<file path="src/rtl/mips_control_fsm.sv">
`default_nettype none
// ============================================================================
//  Module   : mips_control_fsm
//  Brief    : Multicycle MIPS main controller (Moore FSM) with ALU decoder
//             and retired-instruction counter.
//  Revision : 1.0  initial release
// ============================================================================
module mips_control_fsm #(
    parameter int COUNT_WIDTH = 32
) (
    input  logic                   clk,
    input  logic                   reset,
    input  logic [5:0]             op,
    input  logic [5:0]             funct,
    input  logic                   zero,
    output logic                   i_or_d,
    output logic                   ir_write,
    output logic                   mem_write,
    output logic                   reg_write,
    output logic                   reg_dst,
    output logic                   mem_to_reg,
    output logic                   alu_src_a,
    output logic [1:0]             alu_src_b,
    output logic [1:0]             pc_src,
    output logic                   pc_en,
    output logic [2:0]             alu_control,
    output logic [3:0]             state,
    output logic [COUNT_WIDTH-1:0] instr_count
);

    typedef enum logic [3:0] {
        S_FETCH   = 4'd0,
        S_DECODE  = 4'd1,
        S_MEMADR  = 4'd2,
        S_MEMRD   = 4'd3,
        S_MEMWB   = 4'd4,
        S_MEMWR   = 4'd5,
        S_RTYPEEX = 4'd6,
        S_RTYPEWB = 4'd7,
        S_BEQEX   = 4'd8,
        S_ADDIEX  = 4'd9,
        S_ADDIWB  = 4'd10,
        S_JEX     = 4'd11
    } state_t;

    localparam logic [5:0] c_OP_LW    = 6'b100011;
    localparam logic [5:0] c_OP_SW    = 6'b101011;
    localparam logic [5:0] c_OP_RTYPE = 6'b000000;
    localparam logic [5:0] c_OP_BEQ   = 6'b000100;
    localparam logic [5:0] c_OP_ADDI  = 6'b001000;
    localparam logic [5:0] c_OP_J     = 6'b000010;

    localparam logic [1:0] c_ALUOP_ADD   = 2'b00;
    localparam logic [1:0] c_ALUOP_SUB   = 2'b01;
    localparam logic [1:0] c_ALUOP_FUNCT = 2'b10;

    localparam logic [2:0] c_ALU_AND = 3'b000;
    localparam logic [2:0] c_ALU_OR  = 3'b001;
    localparam logic [2:0] c_ALU_ADD = 3'b010;
    localparam logic [2:0] c_ALU_SUB = 3'b110;
    localparam logic [2:0] c_ALU_SLT = 3'b111;

    state_t                   r_state_q;
    state_t                   w_state_d;
    logic [COUNT_WIDTH-1:0]   r_count_q;
    logic                     w_pc_write;
    logic                     w_branch;
    logic [1:0]               w_alu_op;

    always_ff @(posedge clk) begin
        if (reset) begin
            r_state_q <= S_FETCH;
            r_count_q <= '0;
        end else begin
            r_state_q <= w_state_d;
            if (r_state_q == S_FETCH) begin
                r_count_q <= r_count_q + COUNT_WIDTH'(1);
            end
        end
    end

    always_comb begin
        w_state_d = S_FETCH;
        case (r_state_q)
            S_FETCH: w_state_d = S_DECODE;
            S_DECODE: begin
                case (op)
                    c_OP_LW, c_OP_SW: w_state_d = S_MEMADR;
                    c_OP_RTYPE:       w_state_d = S_RTYPEEX;
                    c_OP_BEQ:         w_state_d = S_BEQEX;
                    c_OP_ADDI:        w_state_d = S_ADDIEX;
                    c_OP_J:           w_state_d = S_JEX;
                    default:          w_state_d = S_FETCH;
                endcase
            end
            S_MEMADR:  w_state_d = (op == c_OP_LW) ? S_MEMRD : S_MEMWR;
            S_MEMRD:   w_state_d = S_MEMWB;
            S_RTYPEEX: w_state_d = S_RTYPEWB;
            S_ADDIEX:  w_state_d = S_ADDIWB;
            // Terminal states and illegal encodings all return to fetch.
            default:   w_state_d = S_FETCH;
        endcase
    end

    always_comb begin
        i_or_d     = 1'b0;
        ir_write   = 1'b0;
        mem_write  = 1'b0;
        reg_write  = 1'b0;
        reg_dst    = 1'b0;
        mem_to_reg = 1'b0;
        alu_src_a  = 1'b0;
        alu_src_b  = 2'b00;
        pc_src     = 2'b00;
        w_pc_write = 1'b0;
        w_branch   = 1'b0;
        w_alu_op   = c_ALUOP_ADD;
        case (r_state_q)
            S_FETCH: begin
                ir_write   = 1'b1;
                w_pc_write = 1'b1;
                alu_src_b  = 2'b01;
            end
            S_DECODE: alu_src_b = 2'b11;
            S_MEMADR: begin
                alu_src_a = 1'b1;
                alu_src_b = 2'b10;
            end
            S_MEMRD: i_or_d = 1'b1;
            S_MEMWB: begin
                reg_write  = 1'b1;
                mem_to_reg = 1'b1;
            end
            S_MEMWR: begin
                i_or_d    = 1'b1;
                mem_write = 1'b1;
            end
            S_RTYPEEX: begin
                alu_src_a = 1'b1;
                w_alu_op  = c_ALUOP_FUNCT;
            end
            S_RTYPEWB: begin
                reg_write = 1'b1;
                reg_dst   = 1'b1;
            end
            S_BEQEX: begin
                alu_src_a = 1'b1;
                w_alu_op  = c_ALUOP_SUB;
                pc_src    = 2'b01;
                w_branch  = 1'b1;
            end
            S_ADDIEX: begin
                alu_src_a = 1'b1;
                alu_src_b = 2'b10;
            end
            S_ADDIWB: reg_write = 1'b1;
            S_JEX: begin
                pc_src     = 2'b10;
                w_pc_write = 1'b1;
            end
            default: ;
        endcase
    end

    always_comb begin
        alu_control = c_ALU_ADD;
        case (w_alu_op)
            c_ALUOP_SUB: alu_control = c_ALU_SUB;
            c_ALUOP_FUNCT: begin
                case (funct)
                    6'b100000: alu_control = c_ALU_ADD;
                    6'b100010: alu_control = c_ALU_SUB;
                    6'b100100: alu_control = c_ALU_AND;
                    6'b100101: alu_control = c_ALU_OR;
                    6'b101010: alu_control = c_ALU_SLT;
                    default:   alu_control = c_ALU_ADD;
                endcase
            end
            default: alu_control = c_ALU_ADD;
        endcase
    end

    assign pc_en       = w_pc_write | (w_branch & zero);
    assign state       = r_state_q;
    assign instr_count = r_count_q;

endmodule
`default_nettype wire

</file>
<file path="config.mk">
export PLATFORM = sky130hd
export DESIGN_NAME = mips_control_fsm
export DESIGN_NICKNAME = d
export VERILOG_FILES = /design/src/rtl/mips_control_fsm.sv
export SDC_FILE = /design/constraint.sdc
export NUM_CORES = 1
export LEC_CHECK = 0
export BUFFER_PORTS_ARGS = -buffer_cell sky130_fd_sc_hd__buf_2
export CAP_MARGIN = 20
export CORE_MARGIN = 3
export CORE_UTILIZATION = 40
export CTS_BUF_LIST = sky130_fd_sc_hd__clkbuf_4
export DETAILED_ROUTE_END_ITERATION = 10
export PLACE_DENSITY_LB_ADDON = 0.15
export RECOVER_POWER = 100
export SKIP_CTS_REPAIR_TIMING = 1
export SLEW_MARGIN = 20
export SYNTH_ARGS = -nofsm -noshare
export SYNTH_HDL_FRONTEND = slang
export SYNTH_SLANG_ARGS = --single-unit
</file>
<file path="constraint.sdc">
create_clock -name clk -period 2.95 [get_ports clk]
set_input_delay 0.7375 -clock clk [delete_from_list [all_inputs] [get_ports clk]]
set_output_delay 0.7375 -clock clk [all_outputs]
set_load 0.01 [all_outputs]
</file>
==> Yosys cells after proc, flatten, opt, wreduce, memory -nomap -nowiden <==
Cells that the tools add are included.
{ "word_totals": {"word_cells": 52, "out_inout_bits": 51, "ff_bits": 36} }
{ "classes": {"n_eq_ne": 22, "add_sub_neg": 1, "bitwise_logic": 2, "reduce_logical": 8, "muxes": 17} }
{ "op_table": {"columns": ["op", "n"], "rows": [
  ["$eq A6 B6 Y1 const B", 6],
  ["$add A32 B1 Y32 const B", 1],
  ["$pmux W4 S6", 1],
  ["$pmux W4 S5", 1],
  ["$eq A4 B3 Y1 const B", 4],
  ["$eq A4 B4 Y1 const B", 4],
  ["$pmux W3 S4", 1],
  ["$mux W1", 9],
  ["$eq A4 B2 Y1 const B", 2],
  ["$pmux W2 S2", 2],
  ["$reduce_or A2 Y1", 4],
  ["$eq A6 B2 Y1 const B", 1],
  ["$eq A6 B3 Y1 const B", 1],
  ["$eq A6 B4 Y1 const B", 1],
  ["$logic_not A6 Y1", 1],
  ["$pmux W2 S3", 1],
  ["$pmux W3 S2", 1],
  ["$eq A4 B1 Y1 const B", 1],
  ["$logic_not A4 Y1", 1],
  ["$reduce_or A4 Y1", 1],
  ["$mux W3", 1],
  ["$reduce_or A3 Y1", 1],
  ["$eq A2 B1 Y1 const B", 1],
  ["$eq A2 B2 Y1 const B", 1],
  ["2 further kinds", 2]
]} }

==> Logic depth before layout (Yosys ltp) <==
Gate-level depths: netlist of run 1.
{ "depth": {"word_depth": 4, "ltp_mapped": 8, "mapped_depth_nobuf": 6} }

==> Worst setup path before layout of run 1 <==
OpenSTA, ideal clock, no wires.
{ "synth_timing": {"path_type": "register to output", "from": "register r_state_q[3] (netlist: state[3])", "to": "output alu_control[1]", "required_ns": 2.213, "arrival_ns": 1.775, "slack_ns": 0.438, "stages_incl_launch_ff": 7, "path_buffers": 1, "path_cell_list": "dfxtp_1 > clkbuf_1 > nand2b_1 > nor3_1 > inv_1 > ha_1 > a211o_1"} }
{ "synth_via": {"elab_chain_len": 4, "word_cells_on_any_way": 6, "classes_between": "eq/ne: 4; mux: 2"} }
{ "synth_lines": {"columns": ["element", "line", "source"], "rows": [
  ["start: declaration", "63", "state_t r_state_q;"],
  ["start signal: assignment", "75", "r_state_q <= w_state_d;"],
  ["$eq A4 B4 Y1 or $eq A4 B3 Y1 (tied branches)", "118", "case (r_state_q)"],
  ["$pmux W2 S2 (*)", "118", null],
  ["$eq A2 B2 Y1 or $eq A2 B1 Y1 (tied branches)", "167", "case (w_alu_op)"],
  ["$pmux W3 S2 (*)", "167", null],
  ["end: declaration", "26", "output logic [2:0] alu_control,"]
]} }
Every way passes the cells marked *; elsewhere a longest branch is shown, timed or not.

==> Final worst setup path of run 1 <==
Same ends and word-level chain as after synthesis.

==> results.sh, run 1 <==
export IMPL_status="finished, final reports clean"
export IMPL_setup_worst_path_class="reg2out"
export IMPL_cts_buffers=5
export IMPL_relSlewSlack_pct=58.1
export IMPL_drcViolationCount=0
export IMPL_area_delta_synth_final_pct=15.4
export IMPL_clk_latency_ns=0.35
export IMPL_routed_via_count=2276
export IMPL_seqPwrFrac_pct=58.7
export IMPL_synthCells=277
export IMPL_grt_pass1_vias=2018
export IMPL_intPower_mw=0.617
export IMPL_crit_arrival_ns=1.94
export IMPL_cts_max_level=2
export IMPL_fmax_mhz=374
export IMPL_syn_avg_cell_area_um2=7.84
export IMPL_p_clk_share_pct=31.5
export IMPL_crit_fanout=13
export IMPL_synth_top_cells_by_count="36 x dfxtp_1, 28 x a21oi_1, 23 x nand2_1"
export IMPL_coreArea_um2=5170
export IMPL_synthArstFlopShare_pct=0
export IMPL_syn_num_nets=296
export IMPL_netlist_area_um2=2170
export IMPL_io_pins=66
export IMPL_ys_types=42
export IMPL_diodes=0
export IMPL_worst_slack_ns=0.273
export IMPL_ir_worst_vdd_v=0.000238
export IMPL_viasPerCell=5.59
export IMPL_fin_crit_sh_pct=90.7
export IMPL_layout_drive_gt1_share_pct=8.90
export IMPL_synthFlopType="dfxtp_1"
export IMPL_fin_nets=355
export IMPL_cts_tree="done"
export IMPL_p_leak_nw=0.781
export IMPL_p_comb_share_pct=9.8
export IMPL_crit_path_end_kind="output pin"
export IMPL_routabilityCongestion=0.785
export IMPL_grt_use_total_pct=18.1
export IMPL_postRouteAntennaNets=0
export IMPL_p_total_mw=0.856
export IMPL_required_ns=2.21
export IMPL_yosysMostFrequentCell="dfxtp_1"
export IMPL_post_route_util_pct=48.5
export IMPL_drtPass1Iterations=4
export IMPL_cts_buffer_depth=2
export IMPL_overflow=0
export IMPL_netSwitchingFraction_pct=27.9
export IMPL_grt_start_max_net_pins=35
export IMPL_yosys_area_top_type_share_pct=33.2
export IMPL_layout_cells_non_filler=407
export IMPL_setup_violations=0
export IMPL_rsz0062_at_grt="no"
export IMPL_yosysTopAreaCell="dfxtp_1"
export IMPL_fp_row_count=26
export IMPL_holdWs_ns=0.488
export IMPL_synth_yosys_warnings=0
export IMPL_max_slew_worst_pin_slew_ns=0.628
export IMPL_dpl_cell_area_um2=2530
export IMPL_finalMaxSlewViolations=0
export IMPL_place_ws_ns=0.484
export IMPL_fp_dieW_um=79.7
export IMPL_drv_cap=0
export IMPL_path_clk_slew_ns=0.12
export IMPL_fin_area_um2=2510
export IMPL_root_buffer="clkbuf_4"
export IMPL_tns_ns=0
export IMPL_dp_cells=399
export IMPL_grt_first_pass_wirelength_um=9390
export IMPL_hp_class="reg2reg"
export IMPL_yosysSeqAreaShare_pct=33.2
export IMPL_first_iter_violations=101
export IMPL_die_area_um2=6350
export IMPL_powerDensity_nw_per_um2=341
export IMPL_hold_viol=0
export IMPL_io_buffers=65
export IMPL_die_h_um=79.7
export IMPL_synth_area_leaders="dfxtp_1 33%, a21oi_1 6.5%, or4_1 5.2%, o31ai_1 4.1%, nand2_1 4.0%"
export IMPL_drt_wl_total_um=5530
export IMPL_wl_per_cell_um=13.6
export IMPL_period_needed_ns=2.68
export IMPL_cts_sinks=36
export IMPL_synth_seq_cells=36
export IMPL_grt_antenna_before_repair=0
export IMPL_start_kind="register"
export IMPL_dpl_hpwl_um=3990
export IMPL_netSwitchingPower_mw=0.239
export IMPL_start_util_pct=42.0
export IMPL_synth_edf_count=0
export IMPL_finalClockSkew_ns=0.0202
[path summary, 6_finish.rpt]
check,start,to,slack [ns],depth (start not counted)
worst min-delay path,instr_count[31]$_SDFFE_PP0P_,instr_count[31]$_SDFFE_PP0P_,0.49,2
worst max-delay path,state[3]$_SDFF_PP0_,alu_control[1],0.27,6
worst min register to register,instr_count[31]$_SDFFE_PP0P_,instr_count[31]$_SDFFE_PP0P_,0.49,2
worst max register to register,state[1]$_SDFF_PP0_,instr_count[27]$_SDFFE_PP0P_,0.35,4
[kinds of logic after synthesis]
kind of cell / Yosys count / share of synthesized area, %
DFF: 36 / 33.2
muxes: 1 / 0.519
adders and majority gates: 4 / 2.31
buffers and inverters: 26 / 5.53
AOI/OAI and AO/OA: 66 / 18.3
and+or+nand+nor: 132 / 35.3
xor gates and xnor gates: 12 / 4.84
[flip-flops by register name, indices dropped and copies added, names as in the netlist]
name	count
state	4
instr_count	32
[routing by layer]
layer | part of all wire, % | wire length [um] | vias up | track usage [%]
met5 | 0 | 0 | - | 0
met4 | 1.0 | 57 | 0 | 5.67
met3 | 6.0 | 334 | 7 | 4.18
met2 | 44 | 2420 | 62 | 27.5
met1 | 49 | 2720 | 1055 | 25.2
li1 | - | - | 1152 | -
[cell type report]
| class | count | area [um2] |
|---|---|---|
| Multi-Input combinational cell | 215 | 1320 |
| Sequential cell | 36 | 722 |
| Tap cell | 70 | 87.6 |
| Timing Repair Buffer | 69 | 284 |
| Clock inverter | 3 | 18.8 |
| Clock buffer | 5 | 37.5 |
| Fill cell | 553 | 2670 |
| Inverter | 9 | 33.8 |
[critical path, cell delays in order (launching register included)]
cell and delay (ns):
dfxtp_2 0.48, nand2b_1 0.17, nor3_1 0.22, inv_1 0.10, ha_1 0.24, a211o_1 0.26, clkbuf_1 0.12
[cells in the final DEF, fill, tap and decap left out, types with 3 or more instances in the layout]
cell	count
xnor2_1	6
xor2_1	6
ha_1	4
o41ai_1	3
nand2_1	23
nor2b_1	3
a21oi_1	28
nor4_1	3
a31oi_1	3
or4_1	17
clkbuf_4	5
inv_1	9
nor3_1	9
or3_1	9
o31ai_1	12
o21ai_0	12
clkbuf_1	51
nand3_1	11
nand2b_1	3
and3_1	3
and4_1	5
nand4_1	10
nor2_1	22
dfxtp_1	35
buf_2	17
[power by group through the flow]
stage               Clock (mW)  Sequential [mW]  Combinational [mW]
floorplan                    0            0.515              0.0555
global placement             0            0.512              0.0890
detailed placement           0            0.513              0.0886
CTS                      0.281            0.502              0.0891
global route             0.302            0.504              0.0955
finish                   0.269            0.502              0.0843
Power figures use the tool's default switching activity.
==> run 2, diff against run 1 <==
Settings changed: CTS_CLUSTER_DIAMETER set to 150.
Clock period 2.95 ns to 3 ns, I/O delays scaled along.
==> results.sh, run 2 (synthesized netlist as in run 1, its figures left out) <==
export IMPL_status="finished, final reports clean"
export IMPL_ir_worst_vdd_v=0.000254
export IMPL_start_kind="register"
export IMPL_grt_use_met3_pct=3.72
export IMPL_largest_reg_flops=32
export IMPL_p_total_mw=0.928
export IMPL_gr_max_usage_layer="met1"
export IMPL_start_util_pct=42.0
export IMPL_fp_dieW_um=79.7
export IMPL_p_leak_nw=0.794
export IMPL_final_seq_area_um2=722
export IMPL_grt_start_max_net_pins=35
export IMPL_path_clk_slew_ns=0.12
export IMPL_hold_viol=0
export IMPL_fin_nets=355
export IMPL_worst_slack_ns=0.216
export IMPL_grt_first_pass_wirelength_um=9620
export IMPL_fp_row_count=26
export IMPL_finalMaxSlewViolations=0
export IMPL_seqPwrFrac_pct=53.6
export IMPL_routabilityCongestion=0.813
export IMPL_clk_latency_ns=0.35
export IMPL_required_ns=2.25
export IMPL_drt_wl_total_um=5650
export IMPL_max_stage_delay_ns=0.49
export IMPL_place_ws_ns=0.458
export IMPL_dp_cells=399
export IMPL_cts_buffer_depth=2
export IMPL_io_buffers=65
export IMPL_cts_sinks=36
export IMPL_overflow=0
export IMPL_setup_violations=0
export IMPL_area_delta_synth_final_pct=16.7
export IMPL_relSlewSlack_pct=63.0
export IMPL_grt_antenna_before_repair=0
export IMPL_crit_slowest_cell="dfxtp_1"
export IMPL_root_buffer="clkbuf_4"
export IMPL_fmax_mhz=359
export IMPL_diodes=0
export IMPL_first_iter_violations=192
export IMPL_intPower_mw=0.699
export IMPL_fin_crit_sh_pct=92.8
export IMPL_max_slew_worst_pin_slew_ns=0.555
export IMPL_routed_via_count=2270
export IMPL_cts_max_level=2
export IMPL_dpl_cell_area_um2=2530
export IMPL_layout_drive_gt1_share_pct=8.90
export IMPL_final_common_cell="clkbuf_1"
export IMPL_cts_buffers=5
export IMPL_tns_ns=0
export IMPL_drcViolationCount=0
export IMPL_p_clk_share_pct=38.0
export IMPL_crit_arrival_ns=2.03
export IMPL_grt_use_total_pct=18.7
export IMPL_holdWs_ns=0.493
export IMPL_num_fill_cells=543
export IMPL_period_needed_ns=2.78
export IMPL_grt_pass1_vias=1976
export IMPL_wl_per_cell_um=13.9
export IMPL_met2_usage_pct=27.3
export IMPL_fin_area_um2=2530
export IMPL_hp_class="reg2reg"
export IMPL_setup_worst_path_class="reg2out"
export IMPL_drv_cap=0
export IMPL_layout_cells_non_filler=407
export IMPL_die_area_um2=6350
export IMPL_viasPerCell=5.58
export IMPL_layout_common_cells="51 x clkbuf_1, 35 x dfxtp_1, 28 x a21oi_1"
export IMPL_postRouteAntennaNets=0
export IMPL_coreArea_um2=5170
export IMPL_finalClockSkew_ns=0.0198
export IMPL_netSwitchingPower_mw=0.229
export IMPL_cts_tree="done"
export IMPL_multi_input_area_um2=1320
export IMPL_crit_fanout=18
export IMPL_crit_path_end_kind="output pin"
export IMPL_path_cells="or2b_1 > nand2b_1 > ha_1 > a211o_1 > clkbuf_1"
export IMPL_drtPass1Iterations=4
export IMPL_rsz0062_at_grt="no"
export IMPL_p_comb_share_pct=8.4
export IMPL_die_h_um=79.7
export IMPL_netSwitchingFraction_pct=24.7
export IMPL_io_pins=66
export IMPL_powerDensity_nw_per_um2=366
export IMPL_dpl_hpwl_um=4060
export IMPL_gr_usage_met1_pct=27.8
export IMPL_post_route_util_pct=49.0
-- run 2: changes by cell type in the layout (fill, tap and decap cells not counted) --
cell	delta
buf_2	-1
buf_4	+1
bufinv_16	+1
clkinv_4	-1
clkbuf_4	+1
clkinv_2	-1
-- run 2: metal layers --
layer / wire [um] / up-vias
li1: - / 1153
met1: 2800 / 1047
met2: 2500 / 65
met3: 305 / 5
met4: 51 / 0
met5: 0 / -
-- run 2: path summary, 6_finish.rpt --
kind / start / to / slack, ns / cells after the start
max: state[0]$_SDFF_PP0_ / alu_control[1] / 0.22 / 5
min: instr_count[31]$_SDFFE_PP0P_ / instr_count[31]$_SDFFE_PP0P_ / 0.49 / 2
max reg2reg: state[0]$_SDFF_PP0_ / instr_count[27]$_SDFFE_PP0P_ / 0.24 / 4
min reg2reg: instr_count[31]$_SDFFE_PP0P_ / instr_count[31]$_SDFFE_PP0P_ / 0.49 / 2
-- run 2: layout make-up --
type                    instances  area share [%]
clock buffers                   6            1.78
clock inverters                 2            1.38
inverters                       9            1.33
multi-input cells             215            52.2
flip-flops and latches         36            28.5
well taps                      70            3.46
repair buffers                 69            11.3
-- run 2: worst max-delay path: cells and delay by family (launching register included) --
kind / cells / cell delay (ns)
AOI/OAI and AO/OA: 1 / 0.27
buffers and inverters: 1 / 0.13
and+or+nand+nor: 2 / 0.50
adders and majority gates: 1 / 0.30
DFF: 1 / 0.49
-- run 2: power groups by stage --
| stage | logic (mW) | registers, mW | clock network [mW] |
|---|---|---|---|
| finish | 0.0781 | 0.497 | 0.352 |
| global route | 0.0880 | 0.499 | 0.382 |
| CTS | 0.0830 | 0.497 | 0.361 |
| detailed placement | 0.0826 | 0.508 | 0 |
| global placement | 0.0836 | 0.507 | 0 |
| floorplan | 0.0546 | 0.506 | 0 |
==> run 3, diff against run 2 <==
Settings changed: BUFFER_PORTS_ARGS -buffer_cell sky130_fd_sc_hd__buf_2 to -buffer_cell sky130_fd_sc_hd__buf_4, PLACE_DENSITY set to 0.62, PLACE_DENSITY_LB_ADDON 0.15 to not set.
==> results.sh, run 3 (synthesized netlist as in run 1, its figures left out) <==
export IMPL_final_common_cell="clkbuf_1"
export IMPL_grt_use_total_pct=18.7
export IMPL_root_buffer="clkbuf_4"
export IMPL_cts_max_level=2
export IMPL_drcViolationCount=0
export IMPL_relSlewSlack_pct=52.6
export IMPL_die_h_um=79.7
export IMPL_setup_worst_path_class="reg2out"
export IMPL_p_leak_nw=0.801
export IMPL_finalClockSkew_ns=0.0103
export IMPL_viasPerCell=5.57
export IMPL_finalMaxSlewViolations=0
export IMPL_layout_common_cells="52 x clkbuf_1, 36 x dfxtp_1, 28 x a21oi_1"
export IMPL_tns_ns=0
export IMPL_first_iter_violations=140
export IMPL_crit_path_end_kind="output pin"
export IMPL_ir_worst_vdd_v=0.000255
export IMPL_setup_violations=0
export IMPL_fin_crit_sh_pct=90.5
export IMPL_crit_fanout=6
export IMPL_routed_via_count=2271
export IMPL_num_fill_cells=565
export IMPL_layout_cells_non_filler=408
export IMPL_max_slew_worst_pin_slew_ns=0.710
export IMPL_hp_class="reg2reg"
export IMPL_cts_sinks=36
export IMPL_clk_latency_ns=0.34
export IMPL_wl_per_cell_um=13.8
export IMPL_rrSetupSlack_ns=0.36
export IMPL_io_pins=66
export IMPL_grt_start_max_net_pins=35
export IMPL_cts_buffers=5
export IMPL_p_total_mw=0.927
export IMPL_start_kind="register"
export IMPL_grt_first_pass_wirelength_um=9720
export IMPL_required_ns=2.25
export IMPL_hold_depth=2
export IMPL_start_util_pct=42.0
export IMPL_reg2reg_depth=4
export IMPL_fp_dieW_um=79.7
export IMPL_powerDensity_nw_per_um2=360
export IMPL_drv_cap=0
export IMPL_path_clk_slew_ns=0.12
export IMPL_cts_buffer_depth=2
export IMPL_grt_antenna_before_repair=0
export IMPL_status="finished, final reports clean"
export IMPL_period_needed_ns=2.71
export IMPL_rsz0062_at_grt="no"
export IMPL_coreArea_um2=5170
export IMPL_largest_reg_flops=32
export IMPL_dpl_hpwl_um=4090
export IMPL_hold_viol=0
export IMPL_fp_row_count=26
export IMPL_routabilityCongestion=0.788
export IMPL_dp_cells=400
export IMPL_layout_drive_gt1_share_pct=8.58
export IMPL_fmax_mhz=368
export IMPL_crit_arrival_ns=1.96
export IMPL_fin_nets=356
export IMPL_worst_slack_ns=0.286
export IMPL_diodes=0
export IMPL_io_buffers=65
export IMPL_drt_wl_total_um=5640
export IMPL_die_area_um2=6350
export IMPL_drtPass1Iterations=4
export IMPL_place_ws_ns=0.572
export IMPL_grt_pass1_vias=2036
export IMPL_postRouteAntennaNets=0
export IMPL_area_delta_synth_final_pct=18.6
export IMPL_overflow=0
export IMPL_cts_tree="done"
[run 3: final timing paths]
| path | to | from |
|---|---|---|
| hold / removal | instr_count[31]$_SDFFE_PP0P_ | instr_count[31]$_SDFFE_PP0P_ |
| setup reg to reg | instr_count[31]$_SDFFE_PP0P_ | state[0]$_SDFF_PP0_ |
| setup / recovery | alu_control[1] | state[3]$_SDFF_PP0_ |
| hold reg to reg | instr_count[31]$_SDFFE_PP0P_ | instr_count[31]$_SDFFE_PP0P_ |
[run 3: critical path, stage by stage (launching register included)]
cell and delay (ns):
dfxtp_1 0.46, nand2b_1 0.18, nor3_1 0.24, inv_1 0.11, ha_1 0.24, a211o_1 0.26
clkbuf_1 0.13
[run 3: power breakdown]
part,switching [mW],total (mW),internal (mW)
registers,0.00953,0.494,0.485
logic,0.0514,0.0875,0.0360
clock network,0.172,0.346,0.174
[run 3: layout make-up]
type | instances | area (um2) | share of cell area [%]
Tap cell | 70 | 87.6 | 3.40
Timing Repair Buffer | 70 | 330 | 12.8
Multi-Input combinational cell | 215 | 1320 | 51.4
Sequential cell | 36 | 721 | 28.0
Clock buffer | 5 | 37.5 | 1.46
Inverter | 9 | 33.8 | 1.31
Clock inverter | 3 | 42.5 | 1.65
[run 3: metal layers]
metal / global-route usage (%) / wire (um) / share of wire (%) / vias to the layer above
met5: 0 / 0 / 0 / -
met3: 3.72 / 360 / 6.4 / 7
met2: 27.3 / 2460 / 44 / 68
met4: 4.64 / 49 / 0.87 / 0
li1: - / - / - / 1158
met1: 27.8 / 2760 / 49 / 1038
[run 3: per-stage QoR]
stage | hold slack [ns] | utilization [%] | instance area [um2]
detailed placement | 0.485 | 52.2 | 2700
CTS | 0.510 | 53.7 | 2780
finish | 0.499 | 49.8 | 2570
global placement | 0.467 | 52.2 | 2700
floorplan | 0.496 | - | 2170
global route | 0.545 | 49.8 | 2570
